==> src/rtl/fetch_unit_pkg.sv <==
// Shared widths, FSM state encoding and two-word opcode patterns for the fetch unit.
package fetch_unit_pkg;

  localparam int unsigned pkg_size_inst = 16;
  localparam int unsigned pkg_size_fm   = 8;

  typedef enum logic {
    FETCH1 = 1'b0,
    FETCH2 = 1'b1
  } fetch_state_e;

  // Mask/match pairs for the opcodes that carry a second word.
  localparam logic [15:0] jmp_mask   = 16'hFE0E;
  localparam logic [15:0] jmp_match  = 16'h940C;
  localparam logic [15:0] call_mask  = 16'hFE0E;
  localparam logic [15:0] call_match = 16'h940E;
  localparam logic [15:0] lds_mask   = 16'hFE0F;
  localparam logic [15:0] lds_match  = 16'h9000;
  localparam logic [15:0] sts_mask   = 16'hFE0F;
  localparam logic [15:0] sts_match  = 16'h9200;

endpackage

==> src/rtl/fetch_unit_two_word_detect.sv <==
// Combinational classifier: flags instruction words that are followed by a second word.
module two_word_detect
  import fetch_unit_pkg::*;
#(
  parameter int unsigned size_inst = pkg_size_inst
) (
  input  logic [size_inst-1:0] inst,
  output logic                 is_two_word_c
);

  logic [15:0] word;

  assign word = 16'(inst);

  // Match against the JMP, CALL, LDS and STS encodings.
  always_comb begin
    is_two_word_c = 1'b0;
    if (((word & jmp_mask)  == jmp_match)  ||
        ((word & call_mask) == call_match) ||
        ((word & lds_mask)  == lds_match)  ||
        ((word & sts_mask)  == sts_match)) begin
      is_two_word_c = 1'b1;
    end
  end

endmodule

==> src/rtl/fetch_unit.sv <==
// Instruction fetch: walks the program flash and assembles one- and two-word instructions.
module fetch_unit
  import fetch_unit_pkg::*;
#(
  parameter int unsigned size_inst = pkg_size_inst,
  parameter int unsigned size_fm   = pkg_size_fm
) (
  input  logic                 clk_fu,
  input  logic                 rst_fu,
  input  logic                 E,
  input  logic                 stall,
  input  logic                 br_valid,
  input  logic [size_fm-1:0]   br_target,
  output logic [size_fm-1:0]   Fetch_adress,
  input  logic [size_inst-1:0] In_inst,
  output logic [size_inst-1:0] Out_inst,
  output logic [size_inst-1:0] Out_k,
  output logic [size_fm-1:0]   Out_pc,
  output logic                 two_word,
  output logic                 inst_valid
);

  fetch_state_e       state;
  logic [size_fm-1:0] pc;
  logic               is_two_word_c;

  two_word_detect #(
    .size_inst(size_inst)
  ) u_detect (
    .inst         (In_inst),
    .is_two_word_c(is_two_word_c)
  );

  assign Fetch_adress = pc;

  // PC, FSM and output registers with priority reset > redirect > disable > stall > fetch.
  always_ff @(posedge clk_fu) begin
    if (rst_fu) begin
      state      <= FETCH1;
      pc         <= '0;
      Out_inst   <= '0;
      Out_k      <= '0;
      Out_pc     <= '0;
      two_word   <= 1'b0;
      inst_valid <= 1'b0;
    end else if (br_valid) begin
      state      <= FETCH1;
      pc         <= br_target;
      two_word   <= 1'b0;
      inst_valid <= 1'b0;
    end else if (!E) begin
      inst_valid <= 1'b0;
    end else if (!stall) begin
      pc <= pc + size_fm'(1);
      case (state)
        FETCH1: begin
          Out_inst <= In_inst;
          Out_pc   <= pc;
          if (is_two_word_c) begin
            state      <= FETCH2;
            two_word   <= 1'b1;
            inst_valid <= 1'b0;
          end else begin
            two_word   <= 1'b0;
            Out_k      <= '0;
            inst_valid <= 1'b1;
          end
        end
        FETCH2: begin
          state      <= FETCH1;
          Out_k      <= In_inst;
          inst_valid <= 1'b1;
        end
        default: state <= FETCH1;
      endcase
    end
  end

endmodule

==> config.mk <==
export PLATFORM = sky130hd
export DESIGN_NAME = fetch_unit
export DESIGN_NICKNAME = d
export VERILOG_FILES = /design/src/rtl/fetch_unit_pkg.sv /design/src/rtl/fetch_unit_two_word_detect.sv /design/src/rtl/fetch_unit.sv
export SDC_FILE = /design/constraint.sdc
export NUM_CORES = 1
export LEC_CHECK = 0
export CORE_AREA = 2 2 76 78
export DETAILED_ROUTE_END_ITERATION = 10
export DIE_AREA = 0 0 78 80
export GPL_TIMING_DRIVEN = 0
export PLACE_DENSITY = 0.78
export SLEW_MARGIN = 20
export SYNTH_ARGS = -nofsm -noshare
export SYNTH_HDL_FRONTEND = slang
export SYNTH_SLANG_ARGS = --single-unit
==> constraint.sdc <==
create_clock -name clk_fu -period 1.75 [get_ports clk_fu]
set_input_delay 0.35 -clock clk_fu [delete_from_list [all_inputs] [get_ports clk_fu]]
set_output_delay 0.35 -clock clk_fu [all_outputs]
set_load 0.01 [all_outputs]
==> flow_summary.ini <==
[status]
outcome = complete, no violations

[floorplan]
ios = 79
die-height_um = 80
num_rows = 27
start_util = 0.447
die_area_sq_mm = 0.00624
die_x_um = 78
coreArea_sq_mm = 0.00541

[clock_network]
tritoncts = built
numCtsBuffers = 5
cts_buffer_depth = 2
htreeDepth = 2
clk_latency_ns = 0.32
cts.sinks = 51
cts_hold_buf = 0
clkTransAtPathRegs_ns = 0.11
clockRootBuffer = clkbuf_8

[synth]
async_flop_share = 0
syn_nets = 318
yosysSeqAreaShare = 0.422
yosysUniqueCellTypes = 39
synth_edf_count = 0
yosysTopAreaCellShare = 0.422
syn_inst = 288
ys_ff_latch = 51
yosysMostFrequentCell = nand2_1
synth_area_leaders = dfxtp_1, nand2_1, mux2i_1
synth_ff_type = dfxtp_1
synth_warnings = 0
yosys-top-cells-count = nand2_1, dfxtp_1, a21oi_1
synth_top_area_cell = dfxtp_1
synth_area_sq_mm = 0.00242
avgSynthCellArea_sq_um = 8.39

[routing]
routed_via_density = 5.34
postRouteAntennaNets = 0
vias = 2367
drt_first_pass_iters = 5
drtIter0Drc = 74
route.detailed.drc = 0
routed_wl_mm = 6.34
wl_met1_mm = 2.86
maxUsedRoutingLayer = met4
wl_met2_mm = 3.02
wl_met3_um = 345
wl_per_cell_um = 14.3

[grt]
grt_pass1_wl_mm = 10.5
antenna_found_initial = 0
grt_max_degree = 18
grt-ovfl-total = 0
grt_pass1_vias = 2276
grt.total_usage = 0.207

[timing]
finalSetupViolations = 0
rsz0062_at_grt = false
drv_slew = 0
hold_viol_final = 0
period_share = 0.970
fin_crit_ns = 1.70
slew-limit-headroom = 0.687
tightest_slew_ns = 0.470
clock_skew_ns = 0.0185
tns_ns = 0
hold_ws_ns = 0.310
fmaxAchievable_mhz = 589

[flow_run]
maxCapViolations = 0

[power]
power.static_leakage_nw = 1.22
powerDensity_mw_per_mm2 = 698
switchingPower_uw = 590
pwr-share-seq = 0.515
p_sw_frac = 0.249
intPower_mw = 1.78
power_frac_clock = 0.356
comb_power_share = 0.129
vdd_drop_max_mv = 0.480

[worst_setup_path]
crit_type = reg2out
crit_slowest_cell = clkdlybuf4s50_1
arrival_ns = 1.35
required_ns = 1.40
cp_cell_sequence = clkdlybuf4s50_1
ff2ff_setup_slack_ns = 0.20
critPathCaptureType = output pin
cp_top_family = buffers and inverters
cp.buffers_inverters = 1
start_kind = register
cp_max_fo = 7
cpPeakStageDelay_ns = 0.58

[worst_hold_path]
min_path_type = in2reg

[layout]
num-fill-cells = 476
drive_above_1_share = 0.0701
area_growth_pct = 40.5
final_nets = 400
n_antenna_cell = 0

[place]
dp_hpwl_mm = 4.65
io_buffer_count = 76
gp_congestion = 0.840
per-stage QoR:
| step | cells | area (sq um) | power, mW | util | setup WS, ns |
|---|---|---|---|---|---|
| floorplan | 288 | 2420 | 1.38 | - | 0.280 |
| global placement | 436 | 3270 | 1.55 | 0.605 | -0.531 |
| detailed placement | 436 | 3270 | 1.55 | 0.605 | -0.504 |
| global route | 443 | 3400 | 2.45 | 0.628 | 0.00486 |
| CTS | 444 | 3390 | 2.38 | 0.626 | 0.0218 |
| finish | 443 | 3400 | 2.37 | 0.628 | 0.0526 |
final timing paths:
kind	from	to	cells past startpoint
max	Fetch_adress[4]	Fetch_adress[4]	1
max reg2reg	state	Out_k[5]	5
min reg2reg	Out_pc[5]	Out_pc[5]	2
min	stall	inst_valid	2
cell usage in the layout (no fill, tap or decap), types with 2 or more instances in the layout:
| cell | count |
|---|---|
| o31a_1 | 2 |
| and3b_1 | 16 |
| mux2i_1 | 16 |
| buf_4 | 3 |
| or3_1 | 3 |
| nand3_1 | 19 |
| o21ai_0 | 22 |
| inv_1 | 4 |
| nand2b_1 | 2 |
| buf_6 | 3 |
| clkbuf_1 | 9 |
| a21oi_1 | 24 |
| nor2b_1 | 17 |
| nor2_1 | 8 |
| nand4_1 | 3 |
| and4b_1 | 2 |
| dfxtp_2 | 2 |
| a311oi_1 | 5 |
| buf_2 | 5 |
| clkdlybuf4s50_1 | 74 |
| dfxtp_1 | 49 |
| clkbuf_8 | 5 |
| nand2_1 | 53 |
metal layers:
layer  GRT usage  vias up
met5           0        -
met4      0.0684        0
met3      0.0441       14
met2       0.346       78
met1       0.267     1104
li1            -     1171
state kept, by name (all words and copies together), names as in the netlist:
| register | cells |
|---|---|
| Out_k | 16 |
| state | 1 |
| Out_pc | 8 |
| two_word | 1 |
| Out_inst | 16 |
| inst_valid | 1 |
| Fetch_adress | 8 |
repair_timing:
item	in CTS	in global routing
setup buffers	0	0
cloned	0	0
setup endpoints to repair	11	26
gates resized for setup	2	6
power groups by stage:
stage               Sequential, mW  Combinational (mW)  Clock (mW)
detailed placement            1.25               0.305           0
global placement              1.25               0.303           0
finish                        1.22               0.306       0.844
global route                  1.23               0.334       0.892
floorplan                     1.25               0.127           0
CTS                           1.22               0.307       0.851
final cells by class:
cell class,instances,area (sq um),area share
tap,72,90.1,0.0265
inverter,4,15.0,0.00442
clock buffer,5,68.8,0.0203
timing repair buffer,76,762,0.224
multi-input combinational,211,1270,0.374
clock inverter,3,46.3,0.0136
sequential,51,1020,0.301
buffer,21,120,0.0354
cells by family (layout without fill, tap and decap cells):
group / count (synthesis) / count (layout) / share of synthesized area
multiplexers: 16 / 16 / 0.0663
AND/OR/NAND/NOR: 133 / 133 / 0.304
buffers and inverters: 26 / 109 / 0.0569
adder cells (fa/ha/maj): 1 / 1 / 0.00518
AO/OA/AOI/OAI: 60 / 60 / 0.142
flip-flops: 51 / 51 / 0.422
XOR/XNOR: 1 / 1 / 0.00362
Note: power is estimated with default switching activity, not from simulation.
